==> src/rtl/pong_pkg.sv <==
// rtl/pong_pkg.sv - VGA timing, playfield geometry, colours and flash state types for the pong renderer
package pong_pkg;

  typedef logic [9:0]  coord_t;
  typedef logic [11:0] rgb_t;

  localparam coord_t H_VISIBLE = 10'd640;
  localparam coord_t H_FRONT   = 10'd16;
  localparam coord_t H_SYNC    = 10'd96;
  localparam coord_t H_BACK    = 10'd48;
  localparam coord_t H_TOTAL   = H_VISIBLE + H_FRONT + H_SYNC + H_BACK;

  localparam coord_t V_VISIBLE = 10'd480;
  localparam coord_t V_FRONT   = 10'd10;
  localparam coord_t V_SYNC    = 10'd2;
  localparam coord_t V_BACK    = 10'd33;
  localparam coord_t V_TOTAL   = V_VISIBLE + V_FRONT + V_SYNC + V_BACK;

  localparam coord_t H_SYNC_FIRST = H_VISIBLE + H_FRONT;
  localparam coord_t H_SYNC_LAST  = H_VISIBLE + H_FRONT + H_SYNC - 10'd1;
  localparam coord_t V_SYNC_FIRST = V_VISIBLE + V_FRONT;
  localparam coord_t V_SYNC_LAST  = V_VISIBLE + V_FRONT + V_SYNC - 10'd1;

  localparam coord_t      WALL         = 10'd10;
  localparam coord_t      PADDLE1_X_LO = 10'd39;
  localparam coord_t      PADDLE1_X_HI = 10'd49;
  localparam coord_t      PADDLE2_X_LO = 10'd590;
  localparam coord_t      PADDLE2_X_HI = 10'd600;
  localparam logic [10:0] PADDLE_LEN   = 11'd50;
  localparam logic [10:0] BALL_SIZE    = 11'd10;

  localparam rgb_t COL_BG     = 12'h000;
  localparam rgb_t COL_BALL   = 12'hFF0;
  localparam rgb_t COL_PADDLE = 12'h0F0;
  localparam rgb_t COL_WALL   = 12'hFFF;
  localparam rgb_t COL_FLASH1 = 12'h800;
  localparam rgb_t COL_FLASH2 = 12'h008;

  localparam logic [4:0] FLASH_FRAMES = 5'd30;

  typedef enum logic [1:0] {
    IDLE,
    FLASH1,
    FLASH2
  } flash_state_t;

  // Inclusive span test done at 11 bits so lo+ext near 1023 cannot wrap to small values.
  function automatic logic in_span(input coord_t pos, input coord_t lo, input logic [10:0] ext);
    logic [10:0] p;
    logic [10:0] l;
    p = {1'b0, pos};
    l = {1'b0, lo};
    return (p >= l) && (p <= l + ext);
  endfunction

endpackage

==> src/rtl/pong_pixel_gen_if.sv <==
// rtl/pong_pixel_gen_if.sv - game-state inputs and video outputs of the pong pixel generator
interface pong_pixel_gen_if;
  import pong_pkg::*;

  coord_t ball_x;
  coord_t ball_y;
  coord_t paddle1_y;
  coord_t paddle2_y;
  logic   miss1;
  logic   miss2;
  logic   hsync;
  logic   vsync;
  rgb_t   rgb;
  logic   video_on;
  logic   frame_tick;

  modport master (
    output ball_x, ball_y, paddle1_y, paddle2_y, miss1, miss2,
    input  hsync, vsync, rgb, video_on, frame_tick
  );

  modport slave (
    input  ball_x, ball_y, paddle1_y, paddle2_y, miss1, miss2,
    output hsync, vsync, rgb, video_on, frame_tick
  );

endinterface

==> src/rtl/vga_sync.sv <==
// rtl/vga_sync.sv - 640x480 raster counters, registered sync/video_on and the frame strobe
module vga_sync
  import pong_pkg::*;
(
  input  logic   clk,
  input  logic   rst,
  output coord_t h,
  output coord_t v,
  output logic   active,
  output logic   frame_tick,
  output logic   hsync,
  output logic   vsync,
  output logic   video_on
);

  logic h_last;
  logic v_last;

  assign h_last     = (h == H_TOTAL - 10'd1);
  assign v_last     = (v == V_TOTAL - 10'd1);
  assign active     = (h < H_VISIBLE) && (v < V_VISIBLE);
  // Fires on the first blanking line so game logic gets the whole vertical blank.
  assign frame_tick = (h == 10'd0) && (v == V_VISIBLE);

  always_ff @(posedge clk) begin
    if (rst) begin
      h        <= '0;
      v        <= '0;
      hsync    <= 1'b1;
      vsync    <= 1'b1;
      video_on <= 1'b0;
    end else begin
      h <= h_last ? 10'd0 : h + 10'd1;
      if (h_last) begin
        v <= v_last ? 10'd0 : v + 10'd1;
      end
      hsync    <= !((h >= H_SYNC_FIRST) && (h <= H_SYNC_LAST));
      vsync    <= !((v >= V_SYNC_FIRST) && (v <= V_SYNC_LAST));
      video_on <= active;
    end
  end

endmodule

==> src/rtl/pong_pixel_gen.sv <==
// rtl/pong_pixel_gen.sv - pong renderer: per-frame snapshots, miss flash FSM and colour mux
module pong_pixel_gen
  import pong_pkg::*;
(
  input  logic clk,
  input  logic rst,
  pong_pixel_gen_if.slave bus
);

  coord_t       h;
  coord_t       v;
  logic         active;
  logic         frame_tick;
  coord_t       ball_x_q;
  coord_t       ball_y_q;
  coord_t       paddle1_q;
  coord_t       paddle2_q;
  flash_state_t state;
  logic [4:0]   fc;
  logic         wall;
  logic         pad1;
  logic         pad2;
  logic         ball;
  rgb_t         background;
  rgb_t         pixel;

  vga_sync u_sync (
    .clk        (clk),
    .rst        (rst),
    .h          (h),
    .v          (v),
    .active     (active),
    .frame_tick (frame_tick),
    .hsync      (bus.hsync),
    .vsync      (bus.vsync),
    .video_on   (bus.video_on)
  );

  assign bus.frame_tick = frame_tick;

  // Positions are frozen at the frame strobe so a frame never shows two ball positions.
  always_ff @(posedge clk) begin
    if (rst) begin
      ball_x_q  <= '0;
      ball_y_q  <= '0;
      paddle1_q <= '0;
      paddle2_q <= '0;
    end else if (frame_tick) begin
      ball_x_q  <= bus.ball_x;
      ball_y_q  <= bus.ball_y;
      paddle1_q <= bus.paddle1_y;
      paddle2_q <= bus.paddle2_y;
    end
  end

  always_ff @(posedge clk) begin
    if (rst) begin
      state <= IDLE;
      fc    <= '0;
    end else if (bus.miss1) begin
      state <= FLASH1;
      fc    <= FLASH_FRAMES;
    end else if (bus.miss2) begin
      state <= FLASH2;
      fc    <= FLASH_FRAMES;
    end else if (frame_tick && (state != IDLE)) begin
      if (fc <= 5'd1) begin
        state <= IDLE;
        fc    <= '0;
      end else begin
        fc <= fc - 5'd1;
      end
    end
  end

  assign wall = (h < WALL) || (h >= H_VISIBLE - WALL) ||
                (v < WALL) || (v >= V_VISIBLE - WALL);
  assign pad1 = (h >= PADDLE1_X_LO) && (h <= PADDLE1_X_HI) && in_span(v, paddle1_q, PADDLE_LEN);
  assign pad2 = (h >= PADDLE2_X_LO) && (h <= PADDLE2_X_HI) && in_span(v, paddle2_q, PADDLE_LEN);
  assign ball = in_span(h, ball_x_q, BALL_SIZE - 11'd1) &&
                in_span(v, ball_y_q, BALL_SIZE - 11'd1);

  always_comb begin
    background = COL_BG;
    case (state)
      FLASH1:  background = COL_FLASH1;
      FLASH2:  background = COL_FLASH2;
      default: background = COL_BG;
    endcase
  end

  always_comb begin
    pixel = COL_BG;
    if (active) begin
      if (ball) begin
        pixel = COL_BALL;
      end else if (pad1 || pad2) begin
        pixel = COL_PADDLE;
      end else if (wall) begin
        pixel = COL_WALL;
      end else begin
        pixel = background;
      end
    end
  end

  // Registered alongside hsync/vsync/video_on so all video outputs share one cycle of latency.
  always_ff @(posedge clk) begin
    if (rst) begin
      bus.rgb <= COL_BG;
    end else begin
      bus.rgb <= pixel;
    end
  end

endmodule

==> src/flat_wrapper.sv <==
// flat-port wrapper written by rule: the top's interface ports become plain ports
module pong_pixel_gen_flat import pong_pkg::*;
  (clk, rst, bus_ball_x, bus_ball_y, bus_paddle1_y, bus_paddle2_y, bus_miss1, bus_miss2, bus_hsync, bus_vsync, bus_rgb, bus_video_on, bus_frame_tick);
  pong_pixel_gen_if bus_i ();
  input  logic clk;
  input  logic rst;
  input wire logic [$bits(bus_i.ball_x)-1:0] bus_ball_x;
  input wire logic [$bits(bus_i.ball_y)-1:0] bus_ball_y;
  input wire logic [$bits(bus_i.paddle1_y)-1:0] bus_paddle1_y;
  input wire logic [$bits(bus_i.paddle2_y)-1:0] bus_paddle2_y;
  input wire logic [$bits(bus_i.miss1)-1:0] bus_miss1;
  input wire logic [$bits(bus_i.miss2)-1:0] bus_miss2;
  output wire logic [$bits(bus_i.hsync)-1:0] bus_hsync;
  output wire logic [$bits(bus_i.vsync)-1:0] bus_vsync;
  output wire logic [$bits(bus_i.rgb)-1:0] bus_rgb;
  output wire logic [$bits(bus_i.video_on)-1:0] bus_video_on;
  output wire logic [$bits(bus_i.frame_tick)-1:0] bus_frame_tick;
  assign bus_i.ball_x = bus_ball_x;
  assign bus_i.ball_y = bus_ball_y;
  assign bus_i.paddle1_y = bus_paddle1_y;
  assign bus_i.paddle2_y = bus_paddle2_y;
  assign bus_i.miss1 = bus_miss1;
  assign bus_i.miss2 = bus_miss2;
  assign bus_hsync = bus_i.hsync;
  assign bus_vsync = bus_i.vsync;
  assign bus_rgb = bus_i.rgb;
  assign bus_video_on = bus_i.video_on;
  assign bus_frame_tick = bus_i.frame_tick;
  pong_pixel_gen u_core (.clk(clk), .rst(rst), .bus(bus_i));
endmodule
==> config.mk <==
export PLATFORM = sky130hd
export DESIGN_NAME = pong_pixel_gen_flat
export DESIGN_NICKNAME = d
export VERILOG_FILES = /design/src/rtl/pong_pkg.sv /design/src/rtl/pong_pixel_gen_if.sv /design/src/rtl/vga_sync.sv /design/src/rtl/pong_pixel_gen.sv /design/src/flat_wrapper.sv
export SDC_FILE = /design/constraint.sdc
export NUM_CORES = 1
export LEC_CHECK = 0
export CORE_AREA = 3 3 110 112
export DETAILED_ROUTE_END_ITERATION = 12
export DIE_AREA = 0 0 113 115
export PLACE_DENSITY_LB_ADDON = 0.2
export SETUP_SLACK_MARGIN = 0.15
export SLEW_MARGIN = 20
export SYNTH_ARGS = -nofsm -noshare
export SYNTH_HDL_FRONTEND = slang
export SYNTH_HIERARCHICAL = 1
export SYNTH_SLANG_ARGS = --single-unit
==> constraint.sdc <==
create_clock -name clk -period 3.5 [get_ports clk]
set_input_delay 0.525 -clock clk [delete_from_list [all_inputs] [get_ports clk]]
set_output_delay 0.525 -clock clk [all_outputs]
set_load 0.1 [all_outputs]
; ---- Word-level counts from Yosys, hierarchy flattened
; Index checks and enable logic that the tools add are counted.
[op_classes]
n_reduce_logical = 33
bitwise_logic = 1
n_lt_le_gt_ge = 23
addsub = 7
eq_ne = 5
muxes = 13
[ops]
columns = operator, count
row1 = $le 10x11->1, 4
row2 = $ge 10x10->1, 4
row3 = $mux 12, 3
row4 = $ge 10x10->1 const B, 3
row5 = $pmux 12 s2, 1
row6 = $add 10x4->11 const B, 2
row7 = $add 10x6->11 const B, 2
row8 = $add 10x1->10 const B, 2
row9 = $eq 10x10->1 const B, 2
row10 = $ge 10x9->1 const B, 2
row11 = $le 10x10->1 const B, 2
row12 = $lt 10x4->1 const B, 2
row13 = $mux 5, 4
row14 = $logic_and 1x1->1, 14
row15 = $eq 10x9->1 const B, 1
row16 = $ge 10x6->1 const B, 1
row17 = $le 10x6->1 const B, 1
row18 = $le 10x9->1 const B, 1
row19 = $logic_not 10->1, 1
row20 = $lt 10x10->1 const B, 1
row21 = $lt 10x9->1 const B, 1
row22 = $mux 10, 1
row23 = $mux 2, 3
row24 = $reduce_bool 2->1, 3
row25 = 13 further kinds, 21
[totals]
regBits = 82
output_inout_bits = 16
elab_cells = 97

; ---- Depth between registers and ports, before layout
; Gate-level depths: netlist (run 1).
[depth]
depth_word = 7
depth_mapped = 12

; ---- Hierarchy
; The synthesis (run 1) kept the hierarchy.
[modules_own_cells]
columns = module, cells_each, area_per_inst_um2, n_inst
row1 = pong_pixel_gen, 523, 4499.3, 1
row2 = vga_sync, 132, 1116.1, 1

; ---- Worst setup path before layout (run 1)
; OpenSTA, ideal clock, no wires.
[synth_timing]
path_kind = reg-to-reg
start = register u_core.u_sync.v[5]
end = register u_core.fc[3]
setup_time_ns = 0.070
path_buffers = 1
t_arrival_ns = 3.693
slack_ns = -0.263
stages_incl_launch_ff = 11
cell_sequence = dfxtp_1 and3_1 nand2_1 or4_1 nor2_1 clkbuf_1 o21ai_0 nor4_1 nand2_1 mux2_2 a21oi_1
[synth_via]
elab_chain_cells = 4
[synth_lines]
columns = element, line_no
row1 = start: declaration, vga_sync.sv:8  ; output coord_t v,
row2 = start signal: assignment, vga_sync.sv:35  ; v <= v_last ? 10'd0 : v + 10'd1;
row3 = $eq 10x9->1, vga_sync.sv:23  ; assign frame_tick = (h == 10'd0) && (v == V_VISIBLE);
row4 = $logic_and 1x1->1, vga_sync.sv:23
row5 = named net bus_frame_tick, flat_wrapper.sv:17  ; output wire logic [$bits(bus_i.frame_tick)-1:0] bus_frame_tick;
row6 = $logic_and 1x1->1, pong_pixel_gen.sv:66  ; end else if (frame_tick && (state != IDLE)) begin
row7 = $reduce_bool 3->1 (no line), -
row8 = end signal: assignment, pong_pixel_gen.sv:71  ; fc <= fc - 5'd1;
row9 = end: declaration, pong_pixel_gen.sv:19  ; logic [4:0] fc;
; The timed path passes the listed nets, and every way through them passes these cells.
; A chain may end at the register's enable or synchronous reset.

; ---- Final worst setup path (run 1)
[layout_timing]
start = register u_core.ball_x_q[0]
end = register u_core.bus.rgb[2]
[layout_via]
elab_chain_cells = 5
elab_cells_between_ends = 6
cone_classes = 1 x add/sub / 2 x order compare / 3 x reduce/logical
[layout_lines]
columns = element, line_no
row1 = start: declaration, pong_pixel_gen.sv:14  ; coord_t ball_x_q;
row2 = start signal: assignment, pong_pixel_gen.sv:49  ; ball_x_q <= bus.ball_x;
row3 = $add 10x4->11, pong_pkg.sv:53  ; return (p >= l) && (p <= l + ext);
row4 = $le 10x11->1, pong_pkg.sv:53
row5 = $logic_and 1x1->1 *, pong_pkg.sv:53
row6 = $logic_and 1x1->1 *, pong_pixel_gen.sv:80  ; assign ball = in_span(h, ball_x_q, BALL_SIZE - 11'd1) &&
row7 = $reduce_or 4->1 (no line) *, -
row8 = end signal: assignment, pong_pixel_gen.sv:112  ; bus.rgb <= pixel;
row9 = end: declaration, pong_pixel_gen_if.sv:24  ; output hsync, vsync, rgb, video_on, frame_tick
; Every way passes the cells marked *; elsewhere a longest branch is shown, timed or not.

==> results of run 1 <==
[routing by layer]
| layer | track usage | vias to the layer above | routed length, um |
|---|---|---|---|
| li1 | - | 2471 | - |
| met1 | 0.2609 | 2201 | 6184 |
| met2 | 0.3633 | 106 | 6350 |
| met3 | 0.03895 | 16 | 580 |
| met4 | 0.09615 | 0 | 255 |
| met5 | 0 | - | 0 |
[worst paths after layout]
path	to	slack, ns	cells after the start
worst min-delay path	u_core/paddle2_q[9]	0.50	2
worst min register to register	u_core/paddle2_q[9]	0.50	2
worst max register to register	u_core/bus.rgb[2]	0.58	12
worst max-delay path	u_core/bus.rgb[2]	0.58	12
[worst max-delay path: cells and delay by family (launching register included)]
| kind | cells | cell delay (ns) |
|---|---|---|
| xor+xnor | 1 | 0.15 |
| buf+inv | 1 | 0.08 |
| flops | 1 | 0.38 |
| compound gates | 4 | 1.09 |
| simple gates | 5 | 0.82 |
| fa+ha+maj | 1 | 0.29 |
[layout by cell type, fill, tap and decap left out, types with 9 or more instances in the layout]
cell type	count
a21o_1	10
a21oi_1	39
clkbuf_16	9
clkdlybuf4s50_1	57
dfxtp_1	75
ha_1	88
inv_1	60
mux2i_1	41
nand2_1	24
nand3_1	19
nand4_1	15
nor2_1	72
nor3_1	24
nor4_1	9
o21ai_0	17
xnor2_1	35
[cell type report]
type,count,area [um^2]
fill,1040,4618
multi-input combinational,496,3777
sequential,75,1501
timing repair buffer,67,668.1
clock buffer,13,280.3
inverter,61,229.0
tap,143,178.9
clock inverter,3,67.56
[cells in the mapped netlist, types with 9 or more instances]
cell type,n,area (um^2)
a21oi_1,39,195.2
nand2_1,24,90.09
nor4_1,9,56.30
xnor2_1,35,306.5
nor3_1,25,125.1
o21ai_0,17,85.08
mux2i_1,41,410.4
nor2_1,73,274.0
nand3_1,19,95.09
nand4_1,15,93.84
dfxtp_1,75,1501
inv_1,60,225.2
clkbuf_1,11,41.29
ha_1,88,1101
a21o_1,10,75.07
[power by group through the flow]
stage / combinational (uW) / clock [uW] / sequential (uW)
6_report: 205 / 1060 / 882
5_1_grt: 218 / 1130 / 883
4_1_cts: 207 / 1090 / 882
3_5_place_dp: 206 / 0 / 901
3_3_place_gp: 205 / 0 / 900
2_1_floorplan: 97.2 / 0 / 930
[registers in the layout, indices dropped and copies added (netlist names)]
signal and flops:
u_core/u_sync/h 10, u_core/u_sync/hsync 1, u_core/ball_x_q 10, u_core/u_sync/vsync 1, u_core/u_sync/video_on 1, u_core/paddle2_q 10
u_core/paddle1_q 10, u_core/bus.rgb 5, u_core/state 2, u_core/ball_y_q 10, u_core/fc 5, u_core/u_sync/v 10
[metrics by stage]
| step | cell area [um^2] | cells | util |
|---|---|---|---|
| final | 6703 | 858 | 0.5921 |
| after global routing | 6703 | 858 | 0.5921 |
| after CTS | 6698 | 858 | 0.5916 |
| after detailed placement | 6350 | 842 | 0.5609 |
| after global placement | 6350 | 842 | 0.5609 |
| after floorplan | 5618 | 655 | - |
[cells by family (layout without fill, tap and decap cells)]
| kind of cell | count (synthesis) | count (layout) |
|---|---|---|
| buf+inv | 84 | 144 |
| mux | 42 | 42 |
| compound gates | 121 | 121 |
| simple gates | 205 | 205 |
| fa+ha+maj | 88 | 88 |
| flops | 75 | 75 |
| xor+xnor | 40 | 40 |
==> summary.md, run 1 <==
| Metric | Value |
|---|---|
| Detailed Place HPWL | `9826 um` |
| Nets | `842` |
| Slowest stage delay, CP | `0.38 ns` |
| Clock Tree Buf Depth | `2` |
| Fin. Hold Viols | `0` |
| RSZ-0062 raised after global routing | `no` |
| Maximum Capacitance Violations | `0` |
| Final setup violation count | `0` |
| Final period util | `0.8348` |
| Post-synth top flop | `dfxtp_1` |
| First-pass DRT Iterations | `4` |
| Latest clock arrival within the worst-skew pair | `0.34 ns` |
| Setup Fix Bufs, Post-CTS | `0` |
| Sequential fraction of the synthesis area | `0.2674` |
| Syn-to-layout area delta | `19.36%` |
| Total Power | `2146 uW` |
| TritonCTS buffer count | `9` |
| Post-Synthesis Cells | `655` |
| Combinational fraction of design power | `0.096` |
| Via density per instance | `5.587` |
| Post-CTS resize count | `0` |
| TNS Setup | `0 ns` |
| Slowest CP cell | `dfxtp_1` |
| Largest family of logic cells by synthesized area | `adder cells` |
| Largest net degree at the start of global routing | `42` |
| Setup WS pre-CTS | `0.4457 ns` |
| Per-cell routed wire length | `15.58 um` |
| Share of cells above drive strength 1 | `0.06573` |
| CTS H-Tree Depth | `3` |
| DRC violations left | `0` |
| Asr flop ratio synth | `0` |
| Starting Density | `0.4960` |
| Clock skew | `0.004699 ns` |
| Worst-Margin Slew | `0.9723 ns` |
| Die area | `0.01300 mm^2` |
| Post-synthesis mux area share | `0.07509` |
| Final ANT Viol Nets | `0` |
| PnR worst setup slack | `0.5783 ns` |
| WP data arrival | `3.16 ns` |
| Synth Area in Compound Gates | `0.1484` |
| PortBufs | `59` |
| Kind of end point of the critical path | `flip-flop` |
| EDFF count, synth | `0` |
| CTS clk-pin slew, worst paths | `0.06 ns` |
| Post-Synth Adder-Cell Area | `0.1961` |
| Status | `complete, no violations` |
| CTS tree | `yes` |
| Launch point of the worst path | `u_core/ball_x_q[0]` |
| Xor/xnor cell area share of the yosys netlist | `0.06239` |
| Synth warn | `6` |
| FP Rows | `39` |
| FF-to-FF Start | `u_core/ball_x_q[0]` |
| Via count | `4794` |
| Gp weighted congestion | `0.9373` |
| Seq pwr share | `0.411` |
| Mean Syn Cell Area | `8.573 um^2` |
| Final worst path period need | `2.922 ns` |
| Switching part of the total | `0.2312` |
| Max-slew violations | `0` |
| Cell Chain, Critical Path | `inv_1 -> nor3_1 -> o21a_1 -> nand3_1 -> xnor2_1 -> ha_1 -> nand4_1 -> nor2_1 -> a221o_1 -> a221oi_1 -> o211ai_1 -> nor4b_2` |
| Die width | `113 um` |
| CTS root buf | `clkbuf_16` |
| Critical path type | `flip-flop to flip-flop` |
| Min-Delay Startpoint | `u_core/paddle2_q[9]` |
| Class of the worst hold path | `flip-flop to flip-flop` |
| Internal power | `1650 uW` |
| Pleak | `0.002630 uW` |
| Fmax | `0.3423 GHz` |
| Global route overflow | `0` |
| Mapped Nets | `787` |
| First-pass GRT wire length | `22350 um` |
| Vias in the first global route | `4693` |
| # diodes | `0` |
| Net Switching | `496.1 uW` |
| CTS sink count | `75` |
| Cell area after synthesis | `0.005615 mm^2` |
| Hold_buf cts | `0` |
| Gr usage total | `0.2125` |
| Die height | `115 um` |
| Initial DRC Count | `209` |
| CP required | `3.73 ns` |
| Normalized max-slew margin | `0.3498` |
| Type of origin of the critical path | `flip-flop` |
| Core area | `0.01132 mm^2` |
| Synth Register Bits | `75` |
| Synth cell types | `67` |
| Max VDD drop | `0.2144 mV` |
| Io pins | `60` |
| Synth Area in Simple Gates | `0.1885` |
| Final WL | `13370 um` |
| Hold slack final | `0.5039 ns` |
| CP Max Fanout | `5` |
| Initial antenna violation count | `0` |
| Clk pwr share | `0.493` |
| P per Cell Area | `320.2 mW/mm^2` |
No activity file was read; power rests on OpenSTA's default activity.
==> run 2: changes to the inputs <==
Clock period 3.5 ns to 2.43 ns, I/O delays scaled along.
==> summary.md, run 2 (same netlist as run 1, synthesis figures left out) <==
| Metric | Value |
|---|---|
| Status | `complete, but fails checks` |
| Violated checks | `setup timing` |
| Worst Hold End | `u_core/paddle2_q[0]` |
| RR Endpoint | `u_core/bus.rgb[3]` |
| PortBufs | `59 (unchanged)` |
| Die width | `113 um (unchanged)` |
| Kind of end point of the critical path | `flip-flop` |
| CTS H-Tree Depth | `3 (unchanged)` |
| P per Cell Area | `411.3 mW/mm^2 (+28%)` |
| Fin. Hold Viols | `0 (unchanged)` |
| Die area | `0.01300 mm^2 (unchanged)` |
| Nets | `932 (+11%)` |
| Core area | `0.01132 mm^2 (unchanged)` |
| FP Rows | `39 (unchanged)` |
| Worst-Margin Slew | `1.023 ns (+0.05108 ns)` |
| Clock Tree Buf Depth | `2 (unchanged)` |
| PnR worst setup slack | `-0.2338 ns (-0.8121 ns)` |
| Critical path type | `flip-flop to flip-flop` |
| Syn-to-layout area delta | `36.39%` |
| DRC violations left | `0 (unchanged)` |
| Path depth of the worst reg2reg path | `13 (+1)` |
| Pleak | `0.003234 uW (+23%)` |
| Normalized max-slew margin | `0.3115 (-0.03831)` |
| Detailed Place HPWL | `11250 um (+14%)` |
| TritonCTS buffer count | `9 (unchanged)` |
| Share of cells above drive strength 1 | `0.2360 (+0.1703)` |
| Fill count | `928 (-11%)` |
| Hold_buf cts | `0 (unchanged)` |
| CP Max Fanout | `5 (unchanged)` |
| Clock skew | `0.005641 ns (+0.0009417 ns)` |
| Class of the worst hold path | `input port to flip-flop` |
| # diodes | `0 (unchanged)` |
| Global route overflow | `0 (unchanged)` |
| Io pins | `60 (unchanged)` |
| CP required | `2.67 ns (-1.06 ns)` |
| Initial DRC Count | `367 (+76%)` |
| Hold slack final | `0.4364 ns (-0.06754 ns)` |
| Flop2flop setup slack | `-0.23 ns (-0.81 ns)` |
| Max VDD drop | `0.3724 mV (+74%)` |
| FF-to-FF Start | `u_core/ball_x_q[0]` |
| CTS clk-pin slew, worst paths | `0.06 ns (about the same)` |
| Final std cell area, no fill | `0.007659 mm^2 (+14%)` |
| Via density per instance | `5.624 (+0.66%)` |
| DP Area | `0.006909 mm^2 (+8.8%)` |
| CTS root buf | `clkbuf_16` |
| Die height | `115 um (unchanged)` |
| Gr usage total | `0.2413 (+0.02885)` |
| CTS tree | `yes` |
| Most frequent cells in the layout | `buf_4 (102), ha_1 (85), nor2_1 (72)` |
| Cells on Worst Hold Path | `2 (unchanged)` |
| TNS Setup | `-1.001 ns (-1.001 ns)` |
| Type of origin of the critical path | `flip-flop` |
| Reg area | `0.001528 mm^2 (+1.8%)` |
| Min-Delay Startpoint | `rst` |
| Maximum Capacitance Violations | `0 (unchanged)` |
| Final period util | `1.096 (+0.2614)` |
| Per-cell routed wire length | `16.65 um (+6.9%)` |
| WP data arrival | `2.90 ns (-0.26 ns)` |
| CTS sink count | `75 (unchanged)` |
| Commonest non-fill, non-tap cell in the layout | `buf_4` |
| Final worst path period need | `2.664 ns (-0.2579 ns)` |
| Latest clock arrival within the worst-skew pair | `0.34 ns (about the same)` |
| Fmax | `0.3754 GHz (+9.7%)` |
| First-pass GRT wire length | `25160 um (+13%)` |
| Vias in the first global route | `5311 (+13%)` |
| Setup WS pre-CTS | `-0.3076 ns (-0.7533 ns)` |
| First-pass DRT Iterations | `5 (+1)` |
| Final ANT Viol Nets | `0 (unchanged)` |
| Starting Density | `0.4960 (unchanged)` |
| Initial antenna violation count | `0 (unchanged)` |
| Via count | `5332 (+11%)` |
| Gp weighted congestion | `0.8875 (-5.3%)` |
| Final WL | `15790 um (+18%)` |
| Largest net degree at the start of global routing | `29 (-31%)` |
| Final setup violation count | `5 (+5)` |
| Area occupied by multi-input gates | `0.003969 mm^2 (+5.1%)` |
| RSZ-0062 raised after global routing | `yes` |
| Max-slew violations | `0 (unchanged)` |
[run 2: critical path, cell delays in order, from the launching register on]
cell      delay [ns]
dfxtp_4         0.37
inv_4           0.04
nor3_4          0.19
o21a_1          0.19
nand3_2         0.09
xnor2_1         0.13
ha_1            0.31
nand4_1         0.14
o21ai_1         0.10
a221o_1         0.27
a221oi_2        0.28
o211ai_1        0.13
buf_4           0.17
nor4b_2         0.15
[run 2: stage by stage]
| stage | power [uW] | std cells | util |
|---|---|---|---|
| CTS | 3165 | 943 | 0.6637 |
| detailed placement | 1597 | 911 | 0.6103 |
| global route | 3235 | 948 | 0.6765 |
| floorplan | 1478 | 655 | - |
| global placement | 1592 | 911 | 0.6103 |
| finish | 3150 | 948 | 0.6765 |
[run 2: worst max path at each step]
stage,start,endpoint,slack [ns],cells after the start
after global routing,u_core/ball_x_q[0],u_core/bus.rgb[3],-0.44,13
after floorplan,u_core/u_sync/v[5],u_core/fc[4],-0.31,11
after global placement,u_core/ball_y_q[1],u_core/bus.rgb[3],-0.23,11
final,u_core/ball_x_q[0],u_core/bus.rgb[3],-0.23,13
after detailed placement,u_core/ball_y_q[1],u_core/bus.rgb[3],-0.31,11
after CTS,u_core/ball_x_q[0],u_core/bus.rgb[3],-0.21,12
[run 2: where the power goes]
group / internal (uW) / switching [uW] / leakage [uW]
Combinational: 126 / 191 / 0.00244
Sequential: 1240 / 21.3 / 0.000615
Clock: 1040 / 526 / 0.000177
Total: 2410 / 738 / 0.00323
[run 2: timing repair]
| item | 4_1_cts | 5_1_grt |
|---|---|---|
| gates cloned | 2 | 0 |
| setup endpoints to repair | 8 | 13 |
| setup buffers | 14 | 5 |
| resized for setup | 19 | 22 |
| pin swaps | 23 | 8 |
[run 2: cell type report]
class	instances	share of cell area
flip-flops and latches	75	0.1995
repair buffers	157	0.1822
clock buffers	13	0.03807
multi-input cells	496	0.5182
clock inverters	3	0.008495
inverters	61	0.03022
well taps	143	0.02336
[run 2: metal layers]
metal / up-vias / GRT usage / routed length [um]
met5: - / 0 / 0
met4: 0 / 0.09215 / 393
met3: 31 / 0.06053 / 918
met2: 169 / 0.4380 / 7968
met1: 2499 / 0.2726 / 6507
li1: 2633 / - / -
==> run 3: changes to the inputs <==
Settings changed: CELL_PAD_IN_SITES_DETAIL_PLACEMENT set to 1, CELL_PAD_IN_SITES_GLOBAL_PLACEMENT set to 1, CORE_AREA 3 3 110 112 to 3 3 123 125, DIE_AREA 0 0 113 115 to 0 0 126 128, GPL_TIMING_DRIVEN set to 0.
==> summary.md, run 3 (same netlist as run 1, synthesis figures left out) <==
| Metric | Value |
|---|---|
| Status | `complete, but fails checks` |
| Violated checks | `setup timing` |
| Max-slew violations | `0 (unchanged)` |
| CTS sink count | `75 (unchanged)` |
| Class of the worst hold path | `flip-flop to flip-flop` |
| First-pass GRT wire length | `27950 um (+11%)` |
| Net Switching | `774.1 uW (+4.8%)` |
| FP Rows | `43 (+10%)` |
| Normalized max-slew margin | `0.3499 (+0.03843)` |
| Clock Tree Buf Depth | `2 (unchanged)` |
| Gr usage total | `0.2158 (-0.02551)` |
| Switching part of the total | `0.2736 (+0.03919)` |
| Final setup violation count | `5 (unchanged)` |
| Most frequent cells in the layout | `ha_1 (84), nor2_1 (72), inv_1 (58)` |
| Kind of end point of the critical path | `flip-flop` |
| CTS root buf | `clkbuf_16` |
| CTS clk-pin slew, worst paths | `0.06 ns (about the same)` |
| Initial DRC Count | `253 (-31%)` |
| Reg area | `0.001563 mm^2 (+2.3%)` |
| Io pins | `60 (unchanged)` |
| Syn-to-layout area delta | `30.10%` |
| Core area | `0.01399 mm^2 (+24%)` |
| Clk pwr share | `0.438 (-0.060)` |
| Combinational fraction of design power | `0.117 (+0.017)` |
| Die width | `126 um (+12%)` |
| WP data arrival | `3.02 ns (+0.12 ns)` |
| Finished Layout Cells | `938 (-1.1%)` |
| Clock skew | `0.006488 ns (+0.0008476 ns)` |
| Fin. Hold Viols | `0 (unchanged)` |
| Slowest stage delay, CP | `0.35 ns (-0.02 ns)` |
| CTS H-Tree Depth | `3 (unchanged)` |
| P per Cell Area | `387.3 mW/mm^2 (-5.8%)` |
| Max VDD drop | `0.2880 mV (-23%)` |
| Seq pwr share | `0.445 (+0.044)` |
| Hold slack final | `0.5034 ns (+0.06706 ns)` |
| Fill count | `1662 (+79%)` |
| Pleak | `0.002920 uW (-9.7%)` |
| Final ANT Viol Nets | `0 (unchanged)` |
| CP required | `2.66 ns (about the same)` |
| Placed cell count | `894 (-1.9%)` |
| Die area | `0.01613 mm^2 (+24%)` |
| Internal power | `2055 uW (-15%)` |
| Final worst path period need | `2.783 ns (+0.1188 ns)` |
| CP Max Fanout | `5 (unchanged)` |
| Cell Chain, Critical Path | `inv_1 -> nor3_4 -> buf_4 -> buf_4 -> buf_4 -> buf_4 -> xnor2_1 -> ha_1 -> nand2_1 -> nor2_1 -> a221o_1 -> a221oi_2 -> o211ai_1 -> buf_4 -> nor4b_4` |
| Area occupied by multi-input gates | `0.004046 mm^2 (+2.0%)` |
| Final WL | `17050 um (+8.0%)` |
| PnR worst setup slack | `-0.3527 ns (-0.1188 ns)` |
| Initial antenna violation count | `0 (unchanged)` |
| Vias in the first global route | `5587 (+5.2%)` |
| Most Frequent Cell on Critical Path | `buf_4` |
| Latest clock arrival within the worst-skew pair | `0.35 ns (about the same)` |
| Final period util | `1.145 (+0.04890)` |
| Slowest CP cell | `dfxtp_4` |
| Global route overflow | `0 (unchanged)` |
| CTS tree | `yes` |
| Nets | `885 (-5.0%)` |
| Hold_buf cts | `0 (unchanged)` |
| Via count | `5167 (-3.1%)` |
| Commonest non-fill, non-tap cell in the layout | `ha_1` |
| Maximum Capacitance Violations | `0 (unchanged)` |
| Starting Density | `0.4014 (-0.09459)` |
| Top delay family on crit path | `buffers and inverters` |
| Largest net degree at the start of global routing | `16 (-45%)` |
| Fmax | `0.3594 GHz (-4.3%)` |
| Total Power | `2829 uW (-10%)` |
| Worst-Margin Slew | `0.9721 ns (-0.05125 ns)` |
| Type of origin of the critical path | `flip-flop` |
| RSZ-0062 raised after global routing | `yes` |
| Die height | `128 um (+11%)` |
| Critical path type | `flip-flop to flip-flop` |
| Via density per instance | `5.509 (-2.1%)` |
| Share of cells above drive strength 1 | `0.1926 (-0.04341)` |
| Crit path buffers/inverters | `6 (+4)` |
| PortBufs | `59 (unchanged)` |
| DRC violations left | `0 (unchanged)` |
| TritonCTS buffer count | `9 (unchanged)` |
| First-pass DRT Iterations | `4 (-1)` |
| Detailed Place HPWL | `12150 um (+8.0%)` |
| # diodes | `0 (unchanged)` |
| TNS Setup | `-1.635 ns (-0.6332 ns)` |
| Gp weighted congestion | `0.8592 (-3.2%)` |
| Per-cell routed wire length | `18.17 um (+9.1%)` |
run 3: layout make-up:
cell class,instances,share of cell area
flip-flops and latches,75,0.2139
repair buffers,87,0.1106
inverters,61,0.03134
clock buffers,9,0.03083
plain buffers,23,0.02244
well taps,180,0.03083
multi-input cells,496,0.5539
clock inverters,7,0.006165
run 3: stage by stage:
stage / util / area, um^2 / worst slack, ns
2_1_floorplan: - / 5713 / -0.3064
3_3_place_gp: 0.4667 / 6529 / -0.5588
3_5_place_dp: 0.4667 / 6529 / -0.6081
4_1_cts: 0.5089 / 7119 / -0.2858
5_1_grt: 0.5223 / 7306 / -0.5694
6_report: 0.5223 / 7306 / -0.3527
run 3: layer usage:
metal	GRT usage	share of wire
met3	0.05833	0.040
met2	0.3962	0.51
met4	0.05931	0.018
met1	0.2462	0.43
met5	0	0
run 3: final timing paths:
check	start	endpoint	slack [ns]	depth (start not counted)
setup / recovery	u_core/ball_x_q[2]	u_core/bus.rgb[3]	-0.35	15
hold / removal	u_core/paddle1_q[9]	u_core/paddle1_q[9]	0.50	2
setup reg to reg	u_core/ball_x_q[2]	u_core/bus.rgb[3]	-0.35	15
hold reg to reg	u_core/paddle1_q[9]	u_core/paddle1_q[9]	0.50	2
run 3: power by group through the flow:
stage | registers [uW] | logic, uW | clock network (uW)
after floorplan | 1340 | 141 | 0
after global placement | 1290 | 314 | 0
after detailed placement | 1300 | 322 | 0
after CTS | 1260 | 329 | 1280
after global routing | 1260 | 353 | 1330
final | 1260 | 331 | 1240
run 3: worst reg2reg max path, delay by kind of cell, from the launching register on:
family / cells / cell delay, ns
buffers and inverters: 6 / 0.79
AO/OA/AOI/OAI: 3 / 0.71
flip-flops: 1 / 0.35
AND/OR/NAND/NOR: 4 / 0.35
XOR/XNOR: 1 / 0.19
adder cells (fa/ha/maj): 1 / 0.29
run 3: repair_timing:
| item | CTS | global route |
|---|---|---|
| gates resized for setup | 62 | 44 |
| buffers inserted | 19 | 9 |
| cloned | 0 | 0 |
| setup endpoints to repair | 70 | 48 |
| pin swaps | 38 | 13 |
